**config.mk**
```make
export PLATFORM = sky130hd
export DESIGN_NAME = fetch_controller
export DESIGN_NICKNAME = d
export VERILOG_FILES = /design/src/rtl/fetch_pkg.sv /design/src/rtl/fetch_out_stage.sv /design/src/rtl/fetch_controller.sv
export SDC_FILE = /design/constraint.sdc
export NUM_CORES = 1
export LEC_CHECK = 0
export CAP_MARGIN = 20
export CORE_MARGIN = 3
export CORE_UTILIZATION = 45
export CTS_CLUSTER_DIAMETER = 120
export CTS_CLUSTER_SIZE = 40
export DETAILED_ROUTE_END_ITERATION = 16
export HOLD_SLACK_MARGIN = 0.08
export PLACE_DENSITY = 0.88
export SLEW_MARGIN = 40
export SYNTH_ARGS = -nofsm -noshare
export SYNTH_HDL_FRONTEND = slang
export SYNTH_HIERARCHICAL = 1
export SYNTH_SLANG_ARGS = --single-unit
```
**constraint.sdc**
```tcl
create_clock -name clk -period 3.7 [get_ports clk]
set_clock_uncertainty 0.15 [all_clocks]
set_input_delay 0.74 -clock clk [delete_from_list [all_inputs] [get_ports clk]]
set_output_delay 0.74 -clock clk [all_outputs]
set_load 0.01 [all_outputs]
```
**src/rtl/fetch_pkg.sv**
```systemverilog
// Shared types and constants for the instruction-fetch sequencer.
package fetch_pkg;

   typedef enum logic [1:0] {
      FETCH = 2'd0,
      HALT  = 2'd1,
      DONE  = 2'd2,
      FAULT = 2'd3
   } fetch_state_t;

   localparam int         INST_BYTES = 4;
   localparam logic [1:0] ALIGN_MASK = 2'b00;

endpackage

```
**src/rtl/fetch_out_stage.sv**
```systemverilog
// Valid/ready register carrying {pc, inst} from fetch toward decode.
module fetch_out_stage #(
   parameter int ADDR_W = 64,
   parameter int INST_W = 32
) (
   input  logic              clk,
   input  logic              reset,
   input  logic              load,
   input  logic              flush,
   input  logic [ADDR_W-1:0] load_pc,
   input  logic [INST_W-1:0] load_inst,
   input  logic              ready,
   output logic              valid,
   output logic [ADDR_W-1:0] pc,
   output logic [INST_W-1:0] inst,
   output logic              free
);

   assign free = !valid || ready;

   // Flush beats load; an accepted word with no replacement empties the stage.
   always_ff @(posedge clk or negedge reset) begin
      if (!reset) begin
         valid <= 1'b0;
         pc    <= '0;
         inst  <= '0;
      end else if (flush) begin
         valid <= 1'b0;
      end else if (load) begin
         valid <= 1'b1;
         pc    <= load_pc;
         inst  <= load_inst;
      end else if (valid && ready) begin
         valid <= 1'b0;
      end
   end

endmodule

```
**src/rtl/fetch_controller.sv**
```systemverilog
// Instruction-fetch sequencer: owns the PC, handles redirect/halt/end-of-image
// and misaligned-target faults, and counts accepted instructions.
module fetch_controller
   import fetch_pkg::*;
#(
   parameter int          ADDR_W    = 64,
   parameter int          INST_W    = 32,
   parameter int          MEM_BYTES = 120,
   parameter logic [63:0] RESET_PC  = 64'd0
) (
   input  logic              clk,
   input  logic              reset,
   output logic [ADDR_W-1:0] imem_addr,
   input  logic [INST_W-1:0] imem_inst,
   input  logic              redirect_valid,
   input  logic [ADDR_W-1:0] redirect_pc,
   input  logic              halt_req,
   output logic              if_valid,
   output logic [ADDR_W-1:0] if_pc,
   output logic [INST_W-1:0] if_inst,
   input  logic              if_ready,
   output logic              fetch_done,
   output logic              fault,
   output logic [31:0]       inst_count
);

   // Comparing against the last legal PC avoids the wrap of pc+4 near 2^ADDR_W.
   localparam logic [ADDR_W-1:0] LAST_PC = ADDR_W'(MEM_BYTES - INST_BYTES);
   localparam logic [ADDR_W-1:0] STEP    = ADDR_W'(INST_BYTES);

   fetch_state_t      state, next_state;
   logic [ADDR_W-1:0] pc, next_pc;
   logic              load, flush, free, handshake;

   assign imem_addr  = pc;
   assign handshake  = if_valid && if_ready;
   assign fetch_done = (state == DONE);
   assign fault      = (state == FAULT);

   always_ff @(posedge clk or negedge reset) begin
      if (!reset) begin
         state <= FETCH;
         pc    <= ADDR_W'(RESET_PC);
      end else begin
         state <= next_state;
         pc    <= next_pc;
      end
   end

   // A redirect preempts fetching in every state but FAULT, which is terminal.
   always_comb begin
      next_state = state;
      next_pc    = pc;
      load       = 1'b0;
      flush      = 1'b0;
      if (redirect_valid && state != FAULT) begin
         flush = 1'b1;
         if (redirect_pc[1:0] != ALIGN_MASK) begin
            next_state = FAULT;
         end else begin
            next_pc    = redirect_pc;
            next_state = halt_req ? HALT : FETCH;
         end
      end else begin
         case (state)
            FETCH: begin
               if (halt_req) begin
                  next_state = HALT;
               end else if (free) begin
                  if (pc <= LAST_PC) begin
                     load    = 1'b1;
                     next_pc = pc + STEP;
                  end else begin
                     next_state = DONE;
                  end
               end
            end
            HALT: begin
               if (!halt_req) next_state = FETCH;
            end
            default: begin
            end
         endcase
      end
   end

   always_ff @(posedge clk or negedge reset) begin
      if (!reset) begin
         inst_count <= '0;
      end else if (handshake && inst_count != 32'hFFFF_FFFF) begin
         inst_count <= inst_count + 32'd1;
      end
   end

   fetch_out_stage #(
      .ADDR_W (ADDR_W),
      .INST_W (INST_W)
   ) u_out_stage (
      .clk       (clk),
      .reset     (reset),
      .load      (load),
      .flush     (flush),
      .load_pc   (pc),
      .load_inst (imem_inst),
      .ready     (if_ready),
      .valid     (if_valid),
      .pc        (if_pc),
      .inst      (if_inst),
      .free      (free)
   );

endmodule
```
==> results.yml, run 1 <==
status:
  status: "finished, final reports clean"
cts:
  h-tree-depth: 4
  postCtsHoldBufs: 0
  clk_latency_ns: 0.44
  postCtsSetupRepairBufs: 0
  clock_sinks: 195
  cts_tree: "built"
  cts-root-buf: "clkbuf_16"
  cts_made_buffers: 17
  clock_path_buffers: 2
  cts_resized: 0
  path_clk_slew_ns: 0.07
drt:
  post_drt_wl_per_cell_um: 20.4
  drc: 0
  dr.pass1.iters: 7
  vias: 7519
  wl_um: 27400
  viasPerCell: 5.59
  drt-initial-drc-count: 633
  ant_nets: 0
power_and_ir_drop:
  p_sw_w: 0.00146
  p_clk_frac: 0.369
  power_frac_seq: 0.492
  cell_internal_pwr_w: 0.00365
  power.density_mw_per_mm2: 400
  leakage_nw: 5.58
  swShare: 0.286
  power_frac_comb: 0.140
  ir_drop_uv: 310
global_routing:
  global_route.usage.met2: 0.411
  groute.layer.met1.usage: 0.320
  grt_max_degree: 80
  grt_busiest_layer: "met2"
  grtUsageMet3: 0.0666
  antenna_found_initial: 4
  grt_pass1_vias: 7634
  grt_usage: 0.253
  grt_pass1_wl_um: 43300
  gr-total-overflow: 0
timing:
  max_freq_mhz: 328
  drv_slew: 0
  fin_crit_sh: 0.825
  rsz0062_at_grt: "no"
  relSlewSlack: 0.427
  finalSetupViolCount: 0
  finalWorstSetupSlack_ns: 0.649
  finalCriticalPeriod_ns: 3.05
  setup_tns_ns: 0
  hold_violations: 0
  tightestPinTransition_ns: 0.857
synthesis:
  yosys_warnings: 6
  yosysSeqAreaShare: 0.546
  synth_edf_count: 0
  yosysTopAreaCell: "dfrtp_1"
  ys_ff_latch: 195
  async_flop_share: 1.00
  netlist.area_leader.share: 0.546
  synthCells: 769
  synth_fp_nets: 874
  synth_area_mm2: 0.00893
  dominantRegCellSynth: "dfrtp_1"
  synth_area_leaders: "dfrtp_1, mux2_2, mux2_4, nand2_1, nor2_1"
  synth_cell_types: 65
  syn_avg_cell_area_um2: 11.6
critical_path:
  r2r-end: "u_out_stage/pc[37]$_DFFE_PN0P_"
  end_kind: "flip-flop"
  rrSetupSlack_ns: 0.65
  slowest_delay_ns: 0.78
  crit_type: "flip-flop to flip-flop"
  cp.required_ns: 3.87
  cp.buffers_inverters: 3
  critPathLaunchType: "flip-flop"
  cp_max_fo: 47
  path_cells: "inv_1, ha_1, a2111oi_1, nor3_1, nand2_1, inv_1, nor2b_4, buf_12, mux2_4"
  timing.rr.start: "imem_addr[2]$_DFFE_PN0P_"
  critPathMostFrequentCell: "inv_1"
  cpMaxStageDelayCell: "a2111oi_1"
  r2r_cells: 9
  crit_arrival_ns: 3.22
  cp_top_family: "compound AO/OA/AOI/OAI gates"
floorplan:
  core_mm2: 0.0191
  start_util: 0.468
  io_pins: 296
  die_area_mm2: 0.0216
  chipWidth_um: 147
  die_y_um: 147
  rows: 50
layout:
  fin_nets: 1176
  area_delta_synth_final_pct: 43.1
  drive_above_1_share: 0.154
  post-route-util: 0.670
job:
  maxCapViolations: 0
place:
  gp_congestion: 0.917
  port_buffers: 295
  dp_hpwl_um: 20200
  pre_cts_slack_ns: 0.315
worst_hold_path:
  holdCritPathClass: "primary input to async pin"
power groups by stage:
stage	sequential [W]	combinational, W	clock [W]
finish	0.00251	0.000713	0.00188
global route	0.00253	0.000774	0.00199
global placement	0.00254	0.000695	0
floorplan	0.00252	0.000185	0
detailed placement	0.00255	0.000715	0
CTS	0.00251	0.000720	0.00191
flip-flops by register name, summed over array words and instances, names as in the netlist:
register / flops
u_out_stage/valid: 1
inst_count: 32
u_out_stage/inst: 32
u_out_stage/pc: 64
state: 2
imem_addr: 64
kinds of logic (layout without fill, tap and decap cells):
| family | count (synthesis) | count (layout) | share of synthesized area |
|---|---|---|---|
| other | 0 | 2 | 0 |
| xor gates and xnor gates | 27 | 27 | 0.0265 |
| and+or+nand+nor | 302 | 302 | 0.177 |
| buffers and inverters | 46 | 361 | 0.0305 |
| DFF | 195 | 195 | 0.546 |
| AOI/OAI and AO/OA | 94 | 94 | 0.0709 |
| adders and majority gates | 4 | 4 | 0.00560 |
| muxes | 101 | 101 | 0.144 |
layout make-up:
class / count / area, um^2
fillers: 1368 / 6290
flip-flops and latches: 195 / 4880
multi-input cells: 528 / 3790
repair buffers: 315 / 3130
clock buffers: 18 / 439
well taps: 260 / 325
clock inverters: 14 / 159
inverters: 14 / 52.6
diodes: 2 / 5.00
how the worst max path moves through the flow:
stage / start / endpoint / slack (ns) / depth (start not counted)
floorplan: redirect_valid / u_out_stage/pc[16]$_DFFE_PN0P_ / 0.98 / 10
global placement: if_ready / u_out_stage/pc[59]$_DFFE_PN0P_ / 0.43 / 9
detailed placement: if_ready / u_out_stage/pc[2]$_DFFE_PN0P_ / 0.31 / 9
CTS: imem_addr[2]$_DFFE_PN0P_ / u_out_stage/pc[48]$_DFFE_PN0P_ / 0.74 / 9
global route: if_ready / u_out_stage/pc[2]$_DFFE_PN0P_ / 0.47 / 9
finish: imem_addr[2]$_DFFE_PN0P_ / u_out_stage/pc[37]$_DFFE_PN0P_ / 0.65 / 9
routing by layer:
metal | share of wire | vias up | wire [um]
met5 | 0.0013 | - | 36
met4 | 0.040 | 4 | 1100
met3 | 0.086 | 66 | 2350
met2 | 0.48 | 386 | 13000
met1 | 0.40 | 3671 | 10900
li1 | - | 3392 | -
Yosys cell counts, types with 8 or more instances:
library cell / instances
a31oi_1: 10
nand4_1: 30
inv_1: 13
nand2_1: 98
dfrtp_1: 195
nor2_1: 56
nor3_1: 15
mux2_4: 40
clkbuf_1: 14
o21ai_0: 14
o22ai_1: 8
buf_2: 10
a21oi_1: 24
xnor2_1: 11
mux2_2: 57
nor4_1: 22
nand3_1: 28
xor2_1: 16
metrics by stage:
stage	power, W	std cells	hold WS [ns]	cell area (um^2)
2_1_floorplan	0.00270	769	0.294	8930
3_3_place_gp	0.00324	1312	0.340	12200
3_5_place_dp	0.00326	1312	0.344	12200
4_1_cts	0.00514	1344	0.204	12800
5_1_grt	0.00530	1346	0.216	12800
6_report	0.00511	1346	0.165	12800
cells in the final DEF (no fill, tap or decap), types with 3 or more instances in the layout:
| master | Yosys | layout |
|---|---|---|
| clkbuf_16 | 0 | 17 |
| mux2i_1 | 3 | 3 |
| and3_1 | 6 | 6 |
| dfrtp_1 | 195 | 195 |
| clkinv_4 | 0 | 5 |
| nand2_1 | 98 | 98 |
| nor4_1 | 22 | 22 |
| inv_8 | 0 | 6 |
| nand4_1 | 30 | 30 |
| or4_1 | 3 | 3 |
| nand2b_1 | 5 | 5 |
| o22ai_1 | 8 | 8 |
| xor2_1 | 16 | 16 |
| ha_1 | 4 | 4 |
| o211ai_1 | 5 | 5 |
| nor4_2 | 7 | 7 |
| o311ai_0 | 3 | 3 |
| o31ai_1 | 4 | 4 |
| buf_4 | 1 | 18 |
| o211a_1 | 3 | 3 |
| and4_1 | 6 | 6 |
| nand4b_1 | 3 | 3 |
| nor2_1 | 56 | 56 |
| clkdlybuf4s50_1 | 0 | 294 |
| inv_1 | 13 | 13 |
| a31oi_1 | 10 | 10 |
| and2_1 | 7 | 7 |
| o21ai_0 | 14 | 14 |
| mux2_2 | 57 | 57 |
| xnor2_1 | 11 | 11 |
| mux2_4 | 40 | 40 |
| a21oi_1 | 24 | 24 |
| a22o_1 | 3 | 3 |
| a22oi_1 | 3 | 3 |
| nor3_1 | 15 | 15 |
| o311ai_1 | 3 | 3 |
| nand3_1 | 28 | 28 |
No activity file was read; power rests on OpenSTA's default activity.
==> run 2, diff against run 1 <==
==> constraint.sdc (replaced) <==
create_clock -name clk -period 2.85 [get_ports clk]
set_clock_uncertainty 0.15 [all_clocks]
set_input_delay 0.57 -clock clk [delete_from_list [all_inputs] [get_ports clk]]
set_output_delay 0.57 -clock clk [all_outputs]
set_load 0.01 [all_outputs]
==> run 2 against run 1 <==
Combinational power increased by 84%; non-clock buffer count up 61; worst setup slack worse by 0.51 ns; core utilization is 2.7 points higher; die area stayed put; total power rose by 34%; register-to-register slack got worse by 0.47 ns; worst hold slack better by 0.19 ns; cell area grew 4.0%; via count rose by 6.7%; sequential share of layout area down 1.5 points; global-route usage grew 1.4 points; largest power group unchanged.
==> results.yml, run 2 (same netlist as run 1, synthesis figures left out) <==
floorplan:
  core_mm2: 0.0191
  rows: 50
  io_pins: 296
  die_y_um: 147
  chipWidth_um: 147
  start_util: 0.468
  die_area_mm2: 0.0216
place:
  port_buffers: 295
  placedCellCount: 1372
  dp_hpwl_um: 21500
  gp_congestion: 0.916
drt:
  viasPerCell: 5.70
  ant_nets: 0
  post_drt_wl_per_cell_um: 20.9
  drc: 0
  vias: 8020
  wl_um: 29400
  dr.pass1.iters: 5
  drt-initial-drc-count: 808
power_and_ir_drop:
  leakage_nw: 5.90
  power.density_mw_per_mm2: 514
  ir_drop_uv: 454
  p_total_w: 0.00683
cts:
  path_clk_slew_ns: 0.08
  cts-root-buf: "clkbuf_16"
  clock_path_buffers: 2
  postCtsSetupRepairBufs: 0
  cts_made_buffers: 17
  clk_latency_ns: 0.44
  h-tree-depth: 4
  cts_tree: "built"
  clock_sinks: 195
critical_path:
  end_kind: "flip-flop"
  path_cells: "clkdlybuf4s50_1, nor4_4, nand4_1, nor3_2, nand2_1, inv_1, nor2b_4, buf_12, mux2_2"
  r2r-end: "u_out_stage/pc[57]$_DFFE_PN0P_"
  cp.required_ns: 3.03
  critPathLaunchType: "primary input"
  crit_arrival_ns: 2.88
  crit_type: "primary input to flip-flop"
  slowest_delay_ns: 0.48
  rrSetupSlack_ns: 0.18
  timing.rr.start: "imem_addr[30]$_DFFE_PN0P_"
  r2r_cells: 8
  cp_max_fo: 35
  cpMaxStageDelayCell: "clkdlybuf4s50_1"
timing:
  relSlewSlack: 0.595
  finalSetupViolCount: 0
  tightestPinTransition_ns: 0.607
  max_freq_mhz: 369
  finalCriticalPeriod_ns: 2.71
  hold_violations: 0
  fin_crit_sh: 0.950
  drv_slew: 0
global_routing:
  gr-total-overflow: 0
  grt_pass1_wl_um: 45700
  grt_usage: 0.267
  grt_max_degree: 66
  antenna_found_initial: 3
  grt_pass1_vias: 8210
layout:
  drive_above_1_share: 0.203
  final_cell_mix: "clkdlybuf4s50_1, dfrtp_1, nand2_1"
  fill_cells: 1346
  fin_cells: 1408
  area_delta_synth_final_pct: 48.9
  multiInputGateArea_mm2: 0.00383
  fin_nets: 1237
  final_common_cell: "clkdlybuf4s50_1"
  layout.area.seq_mm2: 0.00488
worst_hold_path:
  hold_path_end: "u_out_stage/inst[24]$_DFFE_PN0P_"
  holdCritStartpoint: "u_out_stage/inst[24]$_DFFE_PN0P_"
  holdCritPathClass: "flip-flop to flip-flop"
  hold_depth: 1
status:
  status: "finished, final reports clean"
job:
  maxCapViolations: 0
[run 2: cell types whose count changed in the layout (fill, tap and decap cells not counted), moves of 2 or more]
cell	previous run	this run
nor4_2	7	11
nor4_1	22	18
inv_6	2	4
clkinv_4	5	2
buf_4	18	75
nor3_1	15	13
nor3_2	0	2
buf_12	2	4
clkinv_2	0	2
[run 2: area by class of cell]
type	count	area share
inverters	14	0.00395
diodes	3	0.000564
well taps	260	0.0245
clock buffers	17	0.0320
multi-input cells	528	0.288
clock inverters	15	0.0120
repair buffers	376	0.272
flip-flops and latches	195	0.367
[run 2: worst max-delay path by stage]
stage	startpoint	endpoint	cells after the start
floorplan	imem_addr[2]$_DFFE_PN0P_	u_out_stage/pc[16]$_DFFE_PN0P_	11
global placement	halt_req	u_out_stage/pc[56]$_DFFE_PN0P_	9
detailed placement	halt_req	u_out_stage/pc[57]$_DFFE_PN0P_	9
CTS	imem_addr[59]$_DFFE_PN0P_	u_out_stage/pc[13]$_DFFE_PN0P_	8
global route	imem_addr[30]$_DFFE_PN0P_	u_out_stage/pc[59]$_DFFE_PN0P_	8
finish	halt_req	u_out_stage/pc[57]$_DFFE_PN0P_	9
[run 2: report_power, final]
part / internal (W) / switching, W
clock: 0.00125 / 0.00116
combinational: 0.000691 / 0.000618
sequential: 0.00293 / 0.000185
total: 0.00487 / 0.00196
[run 2: metal layers]
layer  vias to the layer above  track usage  routed length [um]
met5                         -            0                  11
met4                         2        0.136                1470
li1                       3538            -                   -
met2                       431        0.430               14100
met3                        98       0.0608                2380
met1                      3951        0.341               11400
[run 2: stage by stage]
stage          TNS [ns]  hold slack [ns]  worst slack, ns   util  instance area [um^2]
2_1_floorplan         0            0.124            0.289      -                  8930
3_3_place_gp     -20.08            0.339           -0.254  0.663                 12700
3_5_place_dp     -24.60            0.341           -0.317  0.663                 12700
4_1_cts               0            0.362           0.0548  0.695                 13300
5_1_grt          -0.100            0.372          -0.0245  0.697                 13300
6_report              0            0.357            0.142  0.697                 13300
[run 2: repair_timing]
item,in CTS,in global routing
hold buffers,1,0
endpoints found under the setup margin,0,96
endpoints found under the hold margin,62,0
gates resized for setup,0,7
[run 2: critical path, delay by kind of cell]
family,cells,cell delay (ns)
mux,1,0.38
simple gates,5,1.04
buf+inv,3,0.87
==> run 3, diff against run 2 <==
--- a/config.mk
+++ b/config.mk
@@ -11,6 +11,7 @@
 export CTS_CLUSTER_DIAMETER = 120
 export CTS_CLUSTER_SIZE = 40
 export DETAILED_ROUTE_END_ITERATION = 16
+export GPL_ROUTABILITY_DRIVEN = 0
 export HOLD_SLACK_MARGIN = 0.08
 export PLACE_DENSITY = 0.88
 export SLEW_MARGIN = 40
==> results of run 3 <==
No change in the layout: final DEF, timing and power equal those of run 2.
